**src/rtl/csr_exec_unit.sv**
```systemverilog
// ---------------------------------------------------------------------------------------------
// csr_exec_unit
//   Execute stage for SYSTEM-class instructions (CSRRW/S/C, CSRRWI/SI/CI, ECALL, MRET).
//   Accepts one decoded instruction per handshake, reads the CSR file combinationally during a
//   single EXEC cycle, issues at most one write strobe, and presents the rd writeback value and
//   next PC to writeback until accepted.
//
// Ports
//   i_clock, i_reset              clock, asynchronous active-low reset
//   i_valid/o_ready               upstream instruction handshake
//   i_pc, i_funct3, i_sys_t,
//   i_csr_addr, i_rs1_idx,
//   i_rs1_data, i_rd              decoded instruction fields
//   o_csr_valid, o_csr_wen,
//   o_csr_t, o_csr, o_csr_pc,
//   o_csr_wdata, o_csr_mcause     CSR file transaction (meaningful only in EXEC)
//   i_csr_rdata, i_csr_upc        combinational CSR read data and trap/return target
//   o_valid/i_ready               writeback handshake
//   o_rd, o_rd_wen, o_rd_data,
//   o_npc, o_redirect             writeback result (held stable while o_valid)
// ---------------------------------------------------------------------------------------------
module csr_exec_unit #(
    parameter int unsigned XLEN        = 32,
    parameter int unsigned ECALL_CAUSE = 11
) (
    input  logic            i_clock,
    input  logic            i_reset,
    input  logic            i_valid,
    output logic            o_ready,
    input  logic [XLEN-1:0] i_pc,
    input  logic [2:0]      i_funct3,
    input  logic [1:0]      i_sys_t,
    input  logic [11:0]     i_csr_addr,
    input  logic [4:0]      i_rs1_idx,
    input  logic [XLEN-1:0] i_rs1_data,
    input  logic [4:0]      i_rd,
    output logic            o_csr_valid,
    output logic            o_csr_wen,
    output logic [2:0]      o_csr_t,
    output logic [11:0]     o_csr,
    output logic [XLEN-1:0] o_csr_pc,
    output logic [XLEN-1:0] o_csr_wdata,
    output logic [XLEN-1:0] o_csr_mcause,
    input  logic [XLEN-1:0] i_csr_rdata,
    input  logic [XLEN-1:0] i_csr_upc,
    output logic            o_valid,
    input  logic            i_ready,
    output logic [4:0]      o_rd,
    output logic            o_rd_wen,
    output logic [XLEN-1:0] o_rd_data,
    output logic [XLEN-1:0] o_npc,
    output logic            o_redirect
);

    typedef enum logic [1:0] {StIdle, StExec, StWait} state_t;

    state_t          r_state;
    logic [XLEN-1:0] r_pc;
    logic [2:0]      r_funct3;
    logic [1:0]      r_sys_t;
    logic [11:0]     r_csr_addr;
    logic [4:0]      r_rs1_idx;
    logic [XLEN-1:0] r_rs1_data;
    logic [4:0]      r_rd;
    logic            r_rd_wen;
    logic [XLEN-1:0] r_rd_data;
    logic [XLEN-1:0] r_npc;
    logic            r_redirect;

    logic            w_exec;
    logic            w_is_ecall;
    logic            w_is_mret;
    logic            w_is_csr;
    logic            w_wen;
    logic [XLEN-1:0] w_src;
    logic [XLEN-1:0] w_wdata;
    logic [XLEN-1:0] w_pc_plus4;

    // Decode of the latched instruction. funct3=100 and SYSTEM with sys_t=1x fall through as
    // illegal: none of the flags below are set for them.
    assign w_exec     = (r_state == StExec);
    assign w_is_ecall = (r_funct3 == 3'b000) && (r_sys_t == 2'b00);
    assign w_is_mret  = (r_funct3 == 3'b000) && (r_sys_t == 2'b01);
    assign w_is_csr   = (r_funct3[1:0] != 2'b00);

    // Immediate forms use the zero-extended rs1 index as the source operand.
    assign w_src      = r_funct3[2] ? {{(XLEN-5){1'b0}}, r_rs1_idx} : r_rs1_data;
    assign w_pc_plus4 = r_pc + XLEN'(4);

    always_comb begin
        w_wdata = '0;
        unique case (r_funct3[1:0])
            2'b01:   w_wdata = w_src;
            2'b10:   w_wdata = i_csr_rdata | w_src;
            2'b11:   w_wdata = i_csr_rdata & ~w_src;
            default: w_wdata = '0;
        endcase
    end

    // Set/clear with a zero source is a pure read and must not disturb side-effecting CSRs.
    assign w_wen = w_is_ecall ||
                   (w_is_csr && ((r_funct3[1:0] == 2'b01) || (r_rs1_idx != 5'd0)));

    // The CSR-side transaction depends on the same-cycle read data, so it is decoded from state
    // rather than registered; everything is forced quiet outside EXEC.
    assign o_ready      = (r_state == StIdle);
    assign o_valid      = (r_state == StWait);
    assign o_csr_valid  = w_exec;
    assign o_csr_wen    = w_exec && w_wen;
    assign o_csr_t      = (w_exec && w_is_ecall) ? 3'b011 :
                          (w_exec && w_is_mret)  ? 3'b000 : 3'b001;
    assign o_csr        = w_exec ? r_csr_addr : '0;
    assign o_csr_pc     = w_exec ? r_pc : '0;
    assign o_csr_wdata  = w_exec ? w_wdata : '0;
    assign o_csr_mcause = (w_exec && w_is_ecall) ? XLEN'(ECALL_CAUSE) : '0;

    assign o_rd         = r_rd;
    assign o_rd_wen     = r_rd_wen;
    assign o_rd_data    = r_rd_data;
    assign o_npc        = r_npc;
    assign o_redirect   = r_redirect;

    always_ff @(posedge i_clock or negedge i_reset) begin
        if (!i_reset) begin
            r_state    <= StIdle;
            r_pc       <= '0;
            r_funct3   <= '0;
            r_sys_t    <= '0;
            r_csr_addr <= '0;
            r_rs1_idx  <= '0;
            r_rs1_data <= '0;
            r_rd       <= '0;
            r_rd_wen   <= 1'b0;
            r_rd_data  <= '0;
            r_npc      <= '0;
            r_redirect <= 1'b0;
        end else begin
            unique case (r_state)
                StIdle: begin
                    if (i_valid) begin
                        r_pc       <= i_pc;
                        r_funct3   <= i_funct3;
                        r_sys_t    <= i_sys_t;
                        r_csr_addr <= i_csr_addr;
                        r_rs1_idx  <= i_rs1_idx;
                        r_rs1_data <= i_rs1_data;
                        r_rd       <= i_rd;
                        r_state    <= StExec;
                    end
                end
                StExec: begin
                    // Trap target is sampled alongside the write, so ECALL sees pre-write mtvec.
                    r_rd_wen   <= w_is_csr && (r_rd != 5'd0);
                    r_rd_data  <= i_csr_rdata;
                    r_npc      <= (w_is_ecall || w_is_mret) ? i_csr_upc : w_pc_plus4;
                    r_redirect <= w_is_ecall || w_is_mret;
                    r_state    <= StWait;
                end
                StWait: begin
                    if (i_ready) begin
                        r_state <= StIdle;
                    end
                end
                default: r_state <= StIdle;
            endcase
        end
    end

endmodule

```
**config.mk**
```make
export PLATFORM = sky130hd
export DESIGN_NAME = csr_exec_unit
export DESIGN_NICKNAME = d
export VERILOG_FILES = /design/src/rtl/csr_exec_unit.sv
export SDC_FILE = /design/constraint.sdc
export NUM_CORES = 1
export LEC_CHECK = 0
export ABC_AREA = 1
export BUFFER_PORTS_ARGS = -buffer_cell sky130_fd_sc_hd__buf_2
export CAP_MARGIN = 20
export CORE_ASPECT_RATIO = 0.75
export CORE_UTILIZATION = 30
export CTS_CLUSTER_DIAMETER = 30
export DETAILED_ROUTE_END_ITERATION = 10
export PLACE_DENSITY_LB_ADDON = 0.25
export SYNTH_ARGS = -nofsm -noshare
export SYNTH_HDL_FRONTEND = slang
export SYNTH_SLANG_ARGS = --single-unit
```
**constraint.sdc**
```tcl
create_clock -name i_clock -period 2.45 [get_ports i_clock]
set_clock_uncertainty 0.1 [all_clocks]
set_input_delay 0.1225 -clock i_clock [delete_from_list [all_inputs] [get_ports i_clock]]
set_output_delay 0.1225 -clock i_clock [all_outputs]
set_load 0.01 [all_outputs]
```
==> flow_summary.html <==
<table>
<tr><th>Metric</th><th>Value</th></tr>
<tr><th colspan="2">Status</th></tr>
<tr><td>Result of the run</td><td>finished, violations left</td></tr>
<tr><td>Violations in the final reports</td><td>DRC</td></tr>
<tr><th colspan="2">Global routing</th></tr>
<tr><td>Number of antenna violations at the first check in global routing</td><td>2</td></tr>
<tr><td>Leftover overflow at the end of global routing</td><td>0</td></tr>
<tr><td>Global-route wire length before repair</td><td>~47000 um</td></tr>
<tr><td>GRT Total Usage</td><td>0.215</td></tr>
<tr><td>Number of global-route vias before repair</td><td>roughly 8600</td></tr>
<tr><td>Largest net degree at the start of global routing</td><td>just over 80</td></tr>
<tr><th colspan="2">Floorplanning</th></tr>
<tr><td>Core box area</td><td>approximately 27000 sq um</td></tr>
<tr><td>Effective utilization at floorplan</td><td>0.306</td></tr>
<tr><td>Die span in y</td><td>approximately 150 um</td></tr>
<tr><td>Row count</td><td>52</td></tr>
<tr><td>Floorplan die area</td><td>approximately 28000 sq um</td></tr>
<tr><td>Count of pins on the block boundary</td><td>345</td></tr>
<tr><td>Floorplan die width</td><td>about 190 um</td></tr>
<tr><th colspan="2">Timing</th></tr>
<tr><td>Relative max-transition margin</td><td>0.551</td></tr>
<tr><td>Unrepaired setup endpoints after global routing</td><td>no</td></tr>
<tr><td>Number of setup violations in the final report</td><td>0</td></tr>
<tr><td>Final-layout setup total negative slack</td><td>0 ns</td></tr>
<tr><td>Actual transition at the worst max-transition pin</td><td>~0.67 ns</td></tr>
<tr><td>Final min period</td><td>roughly 2.3 ns</td></tr>
<tr><td>Max-slew violation count</td><td>0</td></tr>
<tr><td>Final clock period utilization by the worst path</td><td>0.928</td></tr>
<tr><td>Final hold violation count</td><td>0</td></tr>
<tr><td>Achievable clock frequency</td><td>approximately 0.44 GHz</td></tr>
<tr><th colspan="2">Logic synthesis</th></tr>
<tr><td>Combined area of all synthesized cells</td><td>a little over 8000 sq um</td></tr>
<tr><td>Count of flip-flops with a built-in enable after synthesis</td><td>0</td></tr>
<tr><td>Flops &amp; latches, synth</td><td>about 160</td></tr>
<tr><td>Sequential share of the synthesized area</td><td>0.482</td></tr>
<tr><td>Post-Synthesis Mean Instance Area</td><td>7.66 sq um</td></tr>
<tr><td>Synthesis Warnings</td><td>0</td></tr>
<tr><td>Share of Yosys cell area claimed by the top area cell type</td><td>0.482</td></tr>
<tr><td>Cells taking the most area after synthesis</td><td>dfrtp_1 (48%), nand2_1 (21%), o21ai_0 (4.5%)</td></tr>
<tr><td>Most area-hungry cell type in the Yosys netlist</td><td>dfrtp_1</td></tr>
<tr><td>Count of mapped cells out of synthesis</td><td>1077</td></tr>
<tr><td>Fraction of registers with async set or reset after synthesis</td><td>1.00</td></tr>
<tr><td>Top_reg_cell synth</td><td>dfrtp_1</td></tr>
<tr><td>Number of different library cells in the post-synthesis netlist</td><td>33</td></tr>
<tr><th colspan="2">Clock tree</th></tr>
<tr><td>Buffer depth of the longest clock path</td><td>2</td></tr>
<tr><td>Clk Tree Root Cell</td><td>clkbuf_16</td></tr>
<tr><td>Insertion delay to the later sink of the worst-skew pair</td><td>about 0.43 ns</td></tr>
<tr><td>Cts bufs inserted</td><td>17</td></tr>
<tr><td>TritonCTS clock tree</td><td>built</td></tr>
<tr><td>Number of clock sinks seen by CTS</td><td>about 160</td></tr>
<tr><td>Clock transition time at the flip-flop clock pins of the worst setup and hold paths</td><td>0.06 ns</td></tr>
<tr><td># H-tree levels</td><td>4</td></tr>
<tr><th colspan="2">Route</th></tr>
<tr><td>Total wirelength of the detailed-routed design</td><td>30200 um</td></tr>
<tr><td>Routed via count divided by cell count</td><td>approximately 4.6</td></tr>
<tr><td>Routed wirelength normalized by instance count</td><td>16.0 um</td></tr>
<tr><td>Antenna-violating nets left</td><td>0</td></tr>
<tr><td>Via count</td><td>8724</td></tr>
<tr><td>Drt initial violations</td><td>~540</td></tr>
<tr><td>DRC errors left</td><td>17</td></tr>
<tr><td>Number of detailed-route iterations in the first pass</td><td>8</td></tr>
<tr><th colspan="2">Power and ir drop</th></tr>
<tr><td>Largest vdd supply drop</td><td>0.463 mV</td></tr>
<tr><td>Clock network power share</td><td>0.196</td></tr>
<tr><td>Leakage power figure</td><td>around 0.0064 uW</td></tr>
<tr><td>Internal</td><td>7600 uW</td></tr>
<tr><td>Power share of the sequential group</td><td>0.354</td></tr>
<tr><td>Post-route total power</td><td>roughly 14000 uW</td></tr>
<tr><td>Power share of the combinational group</td><td>0.450</td></tr>
<tr><td>Power Density</td><td>approximately 1100 nW/um^2</td></tr>
<tr><td>Net switching power</td><td>6120 uW</td></tr>
<tr><td>Net switching share of the total power</td><td>0.446</td></tr>
<tr><th colspan="2">Worst setup path</th></tr>
<tr><td>Kind of cell with the highest combined delay on the critical path</td><td>buffers and inverters</td></tr>
<tr><td>Worst-path maximum fanout</td><td>29</td></tr>
<tr><td>Buf/Inv on CP</td><td>3</td></tr>
<tr><td>Crit-path max cell delay</td><td>about 0.45 ns</td></tr>
<tr><td>Worst endpoint required time</td><td>between 2 and 2.5 ns</td></tr>
<tr><td>Worst path cell trace</td><td>nor2_8 -&gt; inv_4 -&gt; nor2_4 -&gt; inv_4 -&gt; a311oi_1 -&gt; buf_2</td></tr>
<tr><td>Cell at the slowest stage of the critical path</td><td>dfrtp_1</td></tr>
<tr><td>Class of the most critical setup path</td><td>reg2out</td></tr>
<tr><td>Crit path top cell by count</td><td>inv_4</td></tr>
<tr><td>Critical path capture point type</td><td>primary output</td></tr>
<tr><td>Worst setup slack for register-to-register paths</td><td>between 0.5 and 0.6 ns</td></tr>
<tr><td>Crit path DAT</td><td>between 2 and 2.5 ns</td></tr>
<tr><td>Setup crit start kind</td><td>flip-flop</td></tr>
<tr><th colspan="2">Cells and area</th></tr>
<tr><td>Area Growth Syn to Fin</td><td>47.8%</td></tr>
<tr><td>Fraction of layout cells with a size suffix above 1</td><td>0.253</td></tr>
<tr><td>Layout Nets</td><td>1683</td></tr>
<tr><th colspan="2">Placed design</th></tr>
<tr><td>Final weighted congestion in routability-driven placement</td><td>0.892</td></tr>
<tr><td>Total of buffers placed on input and output ports</td><td>314</td></tr>
<tr><td>Placed wire-length estimate after detailed placement</td><td>between 20000 and 25000 um</td></tr>
<tr><th colspan="2">Hold path</th></tr>
<tr><td>Worst hold-check path type</td><td>in2reg</td></tr>
<tr><th colspan="2">Job</th></tr>
<tr><td>Max cap viols</td><td>0</td></tr>
</table>
==> flip-flops by register name, indices dropped and copies added, names as in the netlist <==
name        count
o_npc          32
o_rd            5
o_rd_data      32
o_rd_wen        1
o_redirect      1
r_csr_addr     12
r_funct3        3
r_pc           32
r_rs1_data     32
r_rs1_idx       5
r_state         2
r_sys_t         2
==> path summary, 6_finish.rpt <==
| path | from | end | cells past startpoint |
|---|---|---|---|
| setup reg to reg | r_pc[3] | o_npc[26] | 9 |
| hold reg to reg | o_rd_data[6] | o_rd_data[6] | 2 |
| min in group asynchronous | i_reset | r_rs1_data[5] | 2 |
| max in group asynchronous | i_reset | r_rs1_idx[0] | 3 |
| setup / recovery | r_state[1] | o_csr_wdata[28] | 6 |
| hold / removal | i_valid | r_state[0] | 3 |
==> stage by stage <==
stage                     worst slack [ns]  std cells  instance area, sq um  hold slack [ns]  utilization
after CTS                           0.0579       1887                 12200           0.0404        0.451
final                                0.176       1889                 12200           0.0457        0.452
after global routing                0.0146       1889                 12200           0.0660        0.452
after floorplan                      0.766       1106                  8360           -0.273            -
after detailed placement             0.427       1698                 10000          0.00674        0.372
after global placement               0.503       1698                 10000           0.0134        0.372
==> power groups by stage <==
| stage | Combinational, uW | Clock (uW) | Sequential [uW] |
|---|---|---|---|
| after floorplan | 3610 | 0 | 4890 |
| after global placement | 5920 | 0 | 4850 |
| after detailed placement | 5970 | 0 | 4870 |
| after CTS | 6180 | 2730 | 4840 |
| after global routing | 6900 | 2840 | 5020 |
| final | 6180 | 2680 | 4860 |
==> cell type report <==
type                       instances  area (sq um)
fill                            2703         14800
sequential                       159          3980
multi-input combinational        781          3550
timing repair buffer             487          3350
clock buffer                      22           474
tap                              351           439
inverter                          77           297
clock inverter                    10           104
antenna                            2          5.00
==> per-layer routing <==
layer / global-route usage / share of wire
met1: 0.300 / 0.48
met2: 0.334 / 0.45
met3: 0.0542 / 0.058
met4: 0.0508 / 0.0076
met5: 0 / 0
==> placed cells by master (no fill, tap or decap), types with 2 or more instances in the layout <==
| cell | count |
|---|---|
| a21oi_1 | 6 |
| a22oi_1 | 33 |
| a311oi_1 | 16 |
| a311oi_2 | 10 |
| buf_12 | 6 |
| buf_2 | 313 |
| buf_4 | 9 |
| buf_6 | 2 |
| clkbuf_1 | 2 |
| clkbuf_16 | 17 |
| clkbuf_8 | 3 |
| clkinv_4 | 2 |
| clkinvlp_4 | 4 |
| conb_1 | 30 |
| dfrtp_1 | 159 |
| diode_2 | 2 |
| dlygate4sd3_1 | 157 |
| inv_1 | 70 |
| inv_2 | 4 |
| inv_4 | 3 |
| inv_6 | 3 |
| nand2_1 | 453 |
| nand2_2 | 2 |
| nand3_1 | 34 |
| nand4_1 | 2 |
| nor2_1 | 88 |
| nor2_2 | 6 |
| nor2_4 | 3 |
| o211ai_1 | 2 |
| o21ai_0 | 74 |
| o22a_1 | 6 |
| o22ai_1 | 3 |
| xor2_1 | 5 |
==> worst min-delay path, stage by stage <==
cell     delay, ns
buf_2         0.10
nand2_2       0.08
inv_4         0.16
==> synthesized netlist by cell type (2+ instances only) <==
master / instances
clkbuf_1: 19
a311oi_2: 10
o21ai_0: 74
o22a_1: 6
inv_1: 71
a21oi_1: 6
buf_2: 26
a22oi_1: 33
nand3_1: 34
nor2_1: 89
nand4_1: 2
nor2_4: 3
xor2_1: 5
nand2_1: 453
inv_2: 5
o211ai_1: 2
buf_4: 41
nand2_2: 2
dfrtp_1: 159
o22ai_1: 3
nor2_2: 5
buf_6: 3
a311oi_1: 16
==> cell families (layout without fill, tap and decap cells) <==
| group | after synthesis | after routing | share of synthesized area |
|---|---|---|---|
| flops | 159 | 159 | 0.482 |
| xor+xnor | 5 | 5 | 0.00531 |
| simple gates | 592 | 592 | 0.283 |
| compound gates | 153 | 153 | 0.127 |
| fa+ha+maj | 1 | 1 | 0.00152 |
| other cells | 1 | 32 | 0.000454 |
| buf+inv | 166 | 596 | 0.101 |
==> repair_timing <==
item	4_1_cts	5_1_grt
hold buffers	157	0
setup endpoints to repair	5	1
gates resized for setup	2	1
pin swaps	0	0
endpoints found under the hold margin	292	0
buffers inserted	0	0
Note: power is estimated with default switching activity, not from simulation.
